==> src/rtl/mem_access_if.sv <==
// Data-bus connection between the memory-access stage (master) and data memory (slave).
interface mem_access_if;
   logic [31:0] dbus_address;
   logic [3:0]  dbus_byteenable;
   logic        dbus_read;
   logic        dbus_write;
   logic [31:0] dbus_wrdata;
   logic [31:0] dbus_rddata;
   logic        dbus_stall;

   modport master (
      output dbus_address, dbus_byteenable, dbus_read, dbus_write, dbus_wrdata,
      input  dbus_rddata, dbus_stall
   );

   modport slave (
      input  dbus_address, dbus_byteenable, dbus_read, dbus_write, dbus_wrdata,
      output dbus_rddata, dbus_stall
   );
endinterface

==> src/rtl/mem_access.sv <==
// Memory-access pipeline stage: issues load/store bus transactions, holds upstream
// through bus wait states and registers the fields consumed by the write-back stage.
module mem_access (
   input  logic         clk,
   input  logic         rst_n,
   input  logic         flush,
   input  logic [1:0]   mem_access_op_i,
   input  logic [2:0]   mem_access_sz_i,
   input  logic [31:0]  addr_i,
   input  logic [31:0]  data_i,
   input  logic [4:0]   reg_addr_i,
   input  logic         flag_unsigned_i,
   input  logic         exception_i,
   output logic         stall_o,
   mem_access_if.master dbus,
   output logic [1:0]   mem_access_op_o,
   output logic [2:0]   mem_access_sz_o,
   output logic [31:0]  mem_data_o,
   output logic [31:0]  addr_o,
   output logic [31:0]  data_o,
   output logic [4:0]   reg_addr_o,
   output logic         flag_unsigned_o,
   output logic         exception_det_o,
   output logic [31:0]  badvaddr_o
);
   localparam logic [1:0] ACCESS_OP_D2R   = 2'd0;
   localparam logic [1:0] ACCESS_OP_M2R   = 2'd1;
   localparam logic [1:0] ACCESS_OP_R2M   = 2'd2;
   localparam logic [2:0] ACCESS_SZ_BYTE  = 3'd0;
   localparam logic [2:0] ACCESS_SZ_HALF  = 3'd1;
   localparam logic [2:0] ACCESS_SZ_WORD  = 3'd2;
   localparam logic [2:0] ACCESS_SZ_LEFT  = 3'd3;
   localparam logic [2:0] ACCESS_SZ_RIGHT = 3'd4;

   localparam logic [0:0] IDLE = 1'b0;
   localparam logic [0:0] BUS  = 1'b1;

   typedef struct packed {
      logic [1:0]  op;
      logic [2:0]  sz;
      logic [31:0] mem_data;
      logic [31:0] addr;
      logic [31:0] data;
      logic [4:0]  reg_addr;
      logic        flag_unsigned;
      logic        exception_det;
      logic [31:0] badvaddr;
   } wb_fields_t;

   // A bubble writes $zero, which the register file discards.
   localparam wb_fields_t BUBBLE = '{op: ACCESS_OP_D2R, sz: 3'd0, mem_data: 32'h0,
                                     addr: 32'h0, data: 32'h0, reg_addr: 5'd0,
                                     flag_unsigned: 1'b0, exception_det: 1'b0,
                                     badvaddr: 32'h0};

   logic [0:0]  state_r, state_nxt_s;
   logic        drop_r, drop_nxt_s;
   logic [31:0] req_addr_r, req_addr_nxt_s;
   logic [3:0]  req_be_r, req_be_nxt_s;
   logic [31:0] req_wrdata_r, req_wrdata_nxt_s;
   logic        req_read_r, req_read_nxt_s;
   logic        req_write_r, req_write_nxt_s;
   wb_fields_t  pend_r, pend_nxt_s;
   wb_fields_t  out_r, out_nxt_s;
   wb_fields_t  in_fields_s;

   logic        is_mem_s;
   logic        align_err_s;
   logic        start_bus_s;
   logic [1:0]  inv_a_s;
   logic [3:0]  st_be_s;
   logic [31:0] st_wrdata_s;

   // Decode: alignment check, bus start condition and incoming wb fields
   always_comb begin
      is_mem_s    = (mem_access_op_i == ACCESS_OP_M2R) || (mem_access_op_i == ACCESS_OP_R2M);
      align_err_s = 1'b0;
      if (is_mem_s) begin
         case (mem_access_sz_i)
            ACCESS_SZ_HALF: align_err_s = addr_i[0];
            ACCESS_SZ_WORD: align_err_s = (addr_i[1:0] != 2'b00);
            default:        align_err_s = 1'b0;
         endcase
      end else begin
         align_err_s = 1'b0;
      end
      start_bus_s = is_mem_s && !exception_i && !align_err_s && !flush;

      in_fields_s.op            = mem_access_op_i;
      in_fields_s.sz            = mem_access_sz_i;
      in_fields_s.mem_data      = 32'h0;
      in_fields_s.addr          = addr_i;
      in_fields_s.data          = data_i;
      in_fields_s.reg_addr      = reg_addr_i;
      in_fields_s.flag_unsigned = flag_unsigned_i;
      in_fields_s.exception_det = exception_i | align_err_s;
      in_fields_s.badvaddr      = align_err_s ? addr_i : 32'h0;
   end

   // Store lane placement: byte enables and replicated/shifted write data
   always_comb begin
      inv_a_s = 2'd3 - addr_i[1:0];
      case (mem_access_sz_i)
         ACCESS_SZ_BYTE: begin
            st_be_s     = 4'b0001 << addr_i[1:0];
            st_wrdata_s = {4{data_i[7:0]}};
         end
         ACCESS_SZ_HALF: begin
            st_be_s     = addr_i[1] ? 4'b1100 : 4'b0011;
            st_wrdata_s = {2{data_i[15:0]}};
         end
         ACCESS_SZ_WORD: begin
            st_be_s     = 4'b1111;
            st_wrdata_s = data_i;
         end
         ACCESS_SZ_LEFT: begin
            st_be_s     = 4'b1111 >> inv_a_s;
            st_wrdata_s = data_i >> {inv_a_s, 3'b000};
         end
         ACCESS_SZ_RIGHT: begin
            st_be_s     = 4'b1111 << addr_i[1:0];
            st_wrdata_s = data_i << {addr_i[1:0], 3'b000};
         end
         default: begin
            st_be_s     = 4'b0000;
            st_wrdata_s = 32'h0;
         end
      endcase
   end

   // FSM next state, bus request, pending and output register updates
   always_comb begin
      state_nxt_s      = state_r;
      drop_nxt_s       = drop_r;
      req_addr_nxt_s   = req_addr_r;
      req_be_nxt_s     = req_be_r;
      req_wrdata_nxt_s = req_wrdata_r;
      req_read_nxt_s   = req_read_r;
      req_write_nxt_s  = req_write_r;
      pend_nxt_s       = pend_r;
      out_nxt_s        = out_r;
      case (state_r)
         IDLE: begin
            drop_nxt_s = 1'b0;
            if (flush) begin
               out_nxt_s = BUBBLE;
            end else if (start_bus_s) begin
               state_nxt_s      = BUS;
               pend_nxt_s       = in_fields_s;
               out_nxt_s        = BUBBLE;
               req_addr_nxt_s   = {addr_i[31:2], 2'b00};
               req_read_nxt_s   = (mem_access_op_i == ACCESS_OP_M2R);
               req_write_nxt_s  = (mem_access_op_i == ACCESS_OP_R2M);
               req_be_nxt_s     = req_read_nxt_s ? 4'b1111 : st_be_s;
               req_wrdata_nxt_s = req_read_nxt_s ? 32'h0 : st_wrdata_s;
            end else begin
               out_nxt_s = in_fields_s;
            end
         end
         BUS: begin
            if (dbus.dbus_stall) begin
               drop_nxt_s = drop_r | flush;
            end else begin
               state_nxt_s     = IDLE;
               drop_nxt_s      = 1'b0;
               req_read_nxt_s  = 1'b0;
               req_write_nxt_s = 1'b0;
               if (flush || drop_r) begin
                  out_nxt_s = BUBBLE;
               end else begin
                  out_nxt_s          = pend_r;
                  out_nxt_s.mem_data = (pend_r.op == ACCESS_OP_M2R) ? dbus.dbus_rddata : 32'h0;
               end
            end
         end
         default: begin
            state_nxt_s     = IDLE;
            drop_nxt_s      = 1'b0;
            req_read_nxt_s  = 1'b0;
            req_write_nxt_s = 1'b0;
            out_nxt_s       = BUBBLE;
         end
      endcase
   end

   // State, request, pending and output registers
   always_ff @(posedge clk or negedge rst_n) begin
      if (!rst_n) begin
         state_r      <= IDLE;
         drop_r       <= 1'b0;
         req_addr_r   <= 32'h0;
         req_be_r     <= 4'b0000;
         req_wrdata_r <= 32'h0;
         req_read_r   <= 1'b0;
         req_write_r  <= 1'b0;
         pend_r       <= BUBBLE;
         out_r        <= BUBBLE;
      end else begin
         state_r      <= state_nxt_s;
         drop_r       <= drop_nxt_s;
         req_addr_r   <= req_addr_nxt_s;
         req_be_r     <= req_be_nxt_s;
         req_wrdata_r <= req_wrdata_nxt_s;
         req_read_r   <= req_read_nxt_s;
         req_write_r  <= req_write_nxt_s;
         pend_r       <= pend_nxt_s;
         out_r        <= out_nxt_s;
      end
   end

   assign stall_o              = (state_r == BUS);
   assign dbus.dbus_address    = req_addr_r;
   assign dbus.dbus_byteenable = req_be_r;
   assign dbus.dbus_wrdata     = req_wrdata_r;
   assign dbus.dbus_read       = req_read_r;
   assign dbus.dbus_write      = req_write_r;

   assign mem_access_op_o = out_r.op;
   assign mem_access_sz_o = out_r.sz;
   assign mem_data_o      = out_r.mem_data;
   assign addr_o          = out_r.addr;
   assign data_o          = out_r.data;
   assign reg_addr_o      = out_r.reg_addr;
   assign flag_unsigned_o = out_r.flag_unsigned;
   assign exception_det_o = out_r.exception_det;
   assign badvaddr_o      = out_r.badvaddr;
endmodule
==> src/flat_wrapper.sv <==
// flat-port wrapper written by rule: the top's interface ports become plain ports
module mem_access_flat 
  (clk, rst_n, flush, mem_access_op_i, mem_access_sz_i, addr_i, data_i, reg_addr_i, flag_unsigned_i, exception_i, stall_o, mem_access_op_o, mem_access_sz_o, mem_data_o, addr_o, data_o, reg_addr_o, flag_unsigned_o, exception_det_o, badvaddr_o, dbus_dbus_address, dbus_dbus_byteenable, dbus_dbus_read, dbus_dbus_write, dbus_dbus_wrdata, dbus_dbus_rddata, dbus_dbus_stall);
  mem_access_if dbus_i ();
  input  logic clk;
  input  logic rst_n;
  input  logic flush;
  input  logic [1:0] mem_access_op_i;
  input  logic [2:0] mem_access_sz_i;
  input  logic [31:0] addr_i;
  input  logic [31:0] data_i;
  input  logic [4:0] reg_addr_i;
  input  logic flag_unsigned_i;
  input  logic exception_i;
  output logic stall_o;
  output logic [1:0] mem_access_op_o;
  output logic [2:0] mem_access_sz_o;
  output logic [31:0] mem_data_o;
  output logic [31:0] addr_o;
  output logic [31:0] data_o;
  output logic [4:0] reg_addr_o;
  output logic flag_unsigned_o;
  output logic exception_det_o;
  output logic [31:0] badvaddr_o;
  output wire logic [$bits(dbus_i.dbus_address)-1:0] dbus_dbus_address;
  output wire logic [$bits(dbus_i.dbus_byteenable)-1:0] dbus_dbus_byteenable;
  output wire logic [$bits(dbus_i.dbus_read)-1:0] dbus_dbus_read;
  output wire logic [$bits(dbus_i.dbus_write)-1:0] dbus_dbus_write;
  output wire logic [$bits(dbus_i.dbus_wrdata)-1:0] dbus_dbus_wrdata;
  input wire logic [$bits(dbus_i.dbus_rddata)-1:0] dbus_dbus_rddata;
  input wire logic [$bits(dbus_i.dbus_stall)-1:0] dbus_dbus_stall;
  assign dbus_dbus_address = dbus_i.dbus_address;
  assign dbus_dbus_byteenable = dbus_i.dbus_byteenable;
  assign dbus_dbus_read = dbus_i.dbus_read;
  assign dbus_dbus_write = dbus_i.dbus_write;
  assign dbus_dbus_wrdata = dbus_i.dbus_wrdata;
  assign dbus_i.dbus_rddata = dbus_dbus_rddata;
  assign dbus_i.dbus_stall = dbus_dbus_stall;
  mem_access u_core (.clk(clk), .rst_n(rst_n), .flush(flush), .mem_access_op_i(mem_access_op_i), .mem_access_sz_i(mem_access_sz_i), .addr_i(addr_i), .data_i(data_i), .reg_addr_i(reg_addr_i), .flag_unsigned_i(flag_unsigned_i), .exception_i(exception_i), .stall_o(stall_o), .dbus(dbus_i), .mem_access_op_o(mem_access_op_o), .mem_access_sz_o(mem_access_sz_o), .mem_data_o(mem_data_o), .addr_o(addr_o), .data_o(data_o), .reg_addr_o(reg_addr_o), .flag_unsigned_o(flag_unsigned_o), .exception_det_o(exception_det_o), .badvaddr_o(badvaddr_o));
endmodule
==> config.mk <==
export PLATFORM = sky130hd
export DESIGN_NAME = mem_access_flat
export DESIGN_NICKNAME = d
export VERILOG_FILES = /design/src/rtl/mem_access_if.sv /design/src/rtl/mem_access.sv /design/src/flat_wrapper.sv
export SDC_FILE = /design/constraint.sdc
export NUM_CORES = 1
export LEC_CHECK = 0
export BUFFER_PORTS_ARGS = -buffer_cell sky130_fd_sc_hd__buf_2
export CAP_MARGIN = 20
export CORE_UTILIZATION = 50
export CTS_CLUSTER_DIAMETER = 60
export DETAILED_ROUTE_END_ITERATION = 7
export PLACE_DENSITY = 0.73
export SLEW_MARGIN = 15
export SYNTH_ARGS = -nofsm -noshare
export SYNTH_HDL_FRONTEND = slang
export SYNTH_SLANG_ARGS = --single-unit
==> constraint.sdc <==
create_clock -name clk -period 2.2 [get_ports clk]
set_input_delay 0.11 -clock clk [delete_from_list [all_inputs] [get_ports clk]]
set_output_delay 0.11 -clock clk [all_outputs]
set_load 0.01 [all_outputs]
# After elaboration in Yosys (flattened, before gate mapping)
# Index checks and enable logic that the tools add are counted.
[totals]
word_cells = 83
memories = 0
ram_bits = 0
rom_bits = 0
latchBits = 0
output_inout_bits = 211
ff_bits = 318
[op_classes]
div_mod_pow = 0
n_shift = 5
muxes = 27
magnitude_cmp = 0
multipliers = 0
n_bitwise = 4
n_reduce_logical = 12
n_eq_ne = 10
add_sub_neg = 1
[op_table]
columns = ["cell", "n"]
rows = [
  ["140-bit 2-to-1 mux", 4],
  ["140-bit one-hot mux with 2 select lines", 1],
  ["32-bit one-hot mux with 5 select lines", 1],
  ["32-bit 2-to-1 mux", 3],
  ["32-bit by 5-bit << shifter with 32-bit output", 1],
  ["32-bit by 5-bit >> shifter with 32-bit output", 1],
  ["4-bit one-hot mux with 5 select lines", 1],
  ["1-bit 2-to-1 mux", 10],
  ["1-bit one-hot mux with 2 select lines", 5],
  ["4-bit 2-to-1 mux", 2],
  ["3-bit by 2-bit equality test with 1-bit output (second input constant)", 2],
  ["3-bit AND reduction", 2],
  ["2-bit by 1-bit equality test with 1-bit output (second input constant)", 2],
  ["2-bit inequality test (second input constant)", 2],
  ["1-bit by 2-bit << shifter with 4-bit output (first input constant)", 1],
  ["4-bit by 2-bit << shifter with 4-bit output (first input constant)", 1],
  ["4-bit by 2-bit >> shifter with 4-bit output (first input constant)", 1],
  ["3-bit by 1-bit equality test with 1-bit output (second input constant)", 1],
  ["3-bit equality test (second input constant)", 1],
  ["1-bit logical AND", 3],
  ["1-bit zero test", 3],
  ["3-bit zero test", 1],
  ["2-bit equality test (second input constant)", 1],
  ["1-bit logical OR", 2],
  ["other kinds (5)", 7],
]

# Longest topological paths before layout
[depth]
ltp_word = 9
mapped_depth = 7
depth_no_buf = 5

# Least setup slack after synthesis
# No wires, ideal clock.
[synth_timing]
path_kind = "reg-to-reg"
start = "reg u_core.state_r (netlist: u_core.stall_o)"
end = "reg u_core.out_r (netlist bit u_core.mem_data_o[17])"
n_path_buf = 3
path_stages_with_launch = 6
synth_period_minus_slack_ns = 1.743
required_time_ns = 2.134
arrival_time_ns = 1.677
path_slack_ns = 0.457
path_cell_list = "dfrtp_1 > and2_0 > clkbuf_1 > clkbuf_1 > clkbuf_1 > a22o_1"
[synth_via]
elab_chain_len = 2
[synth_rtl]
columns = ["item", "line", "rtl"]
rows = [
  ["start, declared", "mem_access.sv:56", "logic [0:0] state_r, state_nxt_s;"],
  ["start signal, assigned", "mem_access.sv:199", "state_r <= state_nxt_s;"],
  ["1-bit inverter (no source line)", "-", ""],
  ["140-bit one-hot mux with 2 select lines", "mem_access.sv:142", "case (state_r)"],
  ["end signal, assigned", "mem_access.sv:207", "out_r <= out_nxt_s;"],
  ["end, declared", "mem_access.sv:64", "wb_fields_t out_r, out_nxt_s;"],
]
# Parallel ways exist; a longest one is shown, timed or not.
# A chain may end at the register's enable or synchronous reset.

# Worst setup path in the final report
[layout_timing]
start = "in mem_access_sz_i[1]"
end = "reg u_core.req_wrdata_r[4] (netlist: u_core.dbus.dbus_wrdata[4])"
[layout_via]
elab_chain_len = 7
[layout_rtl]
columns = ["item", "line", "rtl"]
rows = [
  ["start, declared", "flat_wrapper.sv:9", "input logic [2:0] mem_access_sz_i;"],
  ["3-bit by 2-bit equality test with 1-bit output or 3-bit by 1-bit equality test with 1-bit output (tied branches)", "mem_access.sv:79, mem_access.sv:103", ""],
  ["1-bit one-hot mux with 2 select lines", "mem_access.sv:79", "case (mem_access_sz_i)"],
  ["1-bit 2-to-1 mux", "mem_access.sv:78", "if (is_mem_s) begin"],
  ["1-bit zero test", "mem_access.sv:87", "start_bus_s = is_mem_s && !exception_i && !align_err_s && !flush;"],
  ["1-bit logical AND (2 in a row)", "mem_access.sv:87", ""],
  ["3-bit AND reduction (no source line)", "-", ""],
  ["end signal, assigned", "mem_access.sv:203", "req_wrdata_r <= req_wrdata_nxt_s;"],
  ["end, declared", "mem_access.sv:60", "logic [31:0] req_wrdata_r, req_wrdata_nxt_s;"],
]
# Parallel ways exist; a longest one is shown, timed or not.

==> impl_results.md <==
* Status: complete, no violations
* Worst setup margin at 0.208 ns
* Initial cell density of the core at 51.1%
* # setup viols final at 0
* RePlAce Congestion at 0.927
* Die X at 165 um
* Input/output buffers at 320
* IO Pins at 323
* Fin. Hold Viols at 0
* GRT Total Usage at 29.1%
* Insertion delay to the later sink of the worst-skew pair at 0.50 ns
* Iter 0 DRT Violations at 1188
* Period utilization at 90.6%
* Dpl cell area at 0.0152 mm^2
* Routed vias at 11300
* Worst-Margin Slew at 0.841 ns
* DR vias/cell at 6.00
* FF-to-FF path depth at 5
* Layout area overhead at 30.3%
* Netlist cell types at 63
* Cell with the most instances after synthesis: dfrtp_1
* Worst R2R Start: u_core.stall_o
* Cell Area, Synth at 0.0133 mm^2
* Clock root cell: clkbuf_16
* Synth cell count leaders: 288 x dfrtp_1, 85 x o21ai_0, 82 x nand2_1, 73 x a32oi_1, 72 x clkbuf_1
* Number of flops mapped to enable cells by yosys at 0
* TritonCTS clock tree: yes
* Initial antenna violation count at 2
* P_leak at 8.34 nW
* Final Cell Area at 0.0173 mm^2
* Logic pwr share at 18.4%
* Crit path kind: primary input to flop
* Sequential share of power at 44.0%
* Largest net degree at the start of global routing at 88
* Number of global-route vias before repair at 11100
* Slew margin rel. at 43.5%
* Final Slew Violations at 0
* WL met3 at 3220 um
* Hpwl dp at 25700 um
* Synth Flop Type: dfrtp_1
* Worst Path Arrival at 2.37 ns
* Reg2Reg Setup Slack at 0.38 ns
* Worst Hold Class: primary input to flop
* Min-Delay Endpoint: u_core.stall_o
* Internal power at 10.7 mW
* Total wire length at 40200 um
* Async set-reset flop share out of synthesis at 100%
* Grt ovf at 0
* RSZ-0062 raised after global routing: false
* Crit path launch type: primary input
* Floorplan Core Area at 0.0261 mm^2
* NetSw at 4.19 mW
* Share of the synthesized area in the top cell type at 54.2%
* Most common cell on crit path: buf_4
* Syn avg cell area at 11.4 um^2
* Crit. End Element: flop
* Dpl ws at 0.185 ns
* Register area share after synthesis at 54.2%
* PwrDens at 856 mW/mm^2
* Clk pwr share at 37.6%
* Worst Hold Depth at 4
* Routed WL per cell at 21.3 um
* Yosys reg bits at 288
* Htree depth at 2
* CP max-delay cell: dlygate4sd3_1
* Fin crit period at 1.99 ns
* Remaining antenna violation count at 0
* Critical path cell sequence: dlygate4sd3_1 -> buf_2 -> and4bb_1 -> a2111oi_4 -> nand2_4 -> buf_4 -> buf_4 -> o2bb2ai_1
* First-pass GRT wire length at 61600 um
* Setup TNS at 0 ns
* Met2 Routed Length at 18700 um
* Post-Synthesis Cells at 1164
* R2r endpoint: u_core.dbus.dbus_wrdata[10]
* Ranking of synthesized cells by area: dfrtp_1 54%, mux2_1 5.8%, a32oi_1 4.8%, o21ai_0 3.2%, a221o_1 2.5%
* Placed Cells incl. Taps at 1726
* WL met1 at 17000 um
* CTS Sinks at 288
* Hold_sp: dbus_dbus_stall
* Clock Path Buffers at 3
* Synth Warn # at 0
* Number of remaining DRC errors at 0
* Sw Share at 28.2%
* F_max at 502 MHz
* Die area at 0.0273 mm^2
* CP Data Required Time at 2.57 ns
* Layout Utilization at 66.6%
* Max cap viols at 0
* Chip height at 165 um
* Largest area contributor in the netlist: dfrtp_1
* Non-Filler Instances at 1891
* TritonCTS Buffers at 34
* Share of layout cells above drive strength 1 at 29.5%
* Max IR drop VDD at 602 uV
* Worst Path Max Fanout at 47
* Pre-antenna DRT Iters at 5
* Final net count at 1645
* Max stage delay on crit path at 0.52 ns
* Clk pin slew, worst setup/hold paths at 0.06 ns
* Post-Route Skew at 0.0134 ns
* Top sig layer: met4
* Row count at 59
worst max path at each step:
stage	startpoint	to	cells past startpoint
after floorplan	u_core.stall_o	u_core.mem_data_o[17]	5
after global placement	mem_access_sz_i[0]	u_core.dbus.dbus_wrdata[30]	6
after detailed placement	mem_access_sz_i[0]	u_core.dbus.dbus_wrdata[26]	6
after CTS	mem_access_sz_i[1]	u_core.pend_r[51]	7
after global routing	mem_access_sz_i[1]	u_core.dbus.dbus_wrdata[30]	6
final	mem_access_sz_i[1]	u_core.dbus.dbus_wrdata[4]	8
stage by stage:
step / hold slack, ns / total power, mW
global placement: 0.0671 / 9.08
floorplan: -0.186 / 8.10
CTS: 0.0143 / 14.9
global route: 0.0407 / 15.5
detailed placement: 0.0700 / 9.16
finish: 0.0411 / 14.8
final cells by class:
class	instances	area, um^2
repair buffers	470	3150
multi-input cells	725	5410
inverters	12	45.0
diodes	2	5.00
clock buffers	51	1010
fillers	1937	8710
well taps	335	419
flip-flops and latches	288	7210
clock inverters	8	108
cell families after synthesis:
group,count (synthesis),share of synthesized area (%)
adder cells (fa/ha/maj),2,0.188
multiplexers,108,8.88
other,1,0.0282
flip-flops,288,54.2
AND/OR/NAND/NOR,244,10.4
buffers and inverters,152,5.51
AO/OA/AOI/OAI,369,20.9
power groups by stage:
stage	Combinational, mW	Sequential [mW]	Clock [mW]
floorplan	1.44	6.65	0
global placement	2.51	6.58	0
detailed placement	2.56	6.60	0
CTS	2.72	6.52	5.67
global route	2.97	6.62	5.89
finish	2.73	6.54	5.58
repair_timing:
action / 4_1_cts / 5_1_grt
gates resized for setup: 0 / 1
buffers inserted: 0 / 0
setup endpoints to repair: 0 / 3
endpoints found under the hold margin: 392 / 0
hold buffers: 104 / 0
worst max-delay path: cells and delay by family:
| family | cells | cell delay, ns |
|---|---|---|
| and+or+nand+nor | 2 | 0.36 |
| buffers and inverters | 4 | 1.31 |
| AOI/OAI and AO/OA | 2 | 0.57 |
cell usage in the layout, fill, tap and decap left out, types with 34 or more instances in the layout:
master,Yosys,layout
nand2_1,82,82
mux2_1,69,69
dlygate4sd3_1,0,104
and3_1,39,39
buf_2,31,319
clkbuf_16,0,35
o21ai_0,85,85
a32oi_1,73,73
dfrtp_1,288,288
buf_4,33,34
state kept, by name, summed over array words and instances (netlist names):
name / flops
u_core.pend_r: 107
u_core.stall_o: 1
u_core.dbus.dbus_wrdata: 32
u_core.dbus.dbus_address: 1
u_core.mem_data_o: 32
u_core.dbus.dbus_read: 1
u_core.addr_o: 32
u_core.dbus.dbus_write: 1
u_core.data_o: 32
u_core.flag_unsigned_o: 1
u_core.drop_r: 1
u_core.mem_access_op_o: 2
u_core.dbus.dbus_byteenable: 4
u_core.mem_access_sz_o: 3
u_core.badvaddr_o: 32
u_core.exception_det_o: 1
u_core.reg_addr_o: 5
metal layers:
metal / vias up / GRT usage, %
li1: 5124 / -
met1: 5582 / 40.0
met2: 547 / 45.8
met3: 94 / 5.62
met4: 0 / 10.7
met5: - / 0
Power figures use the tool's default switching activity.
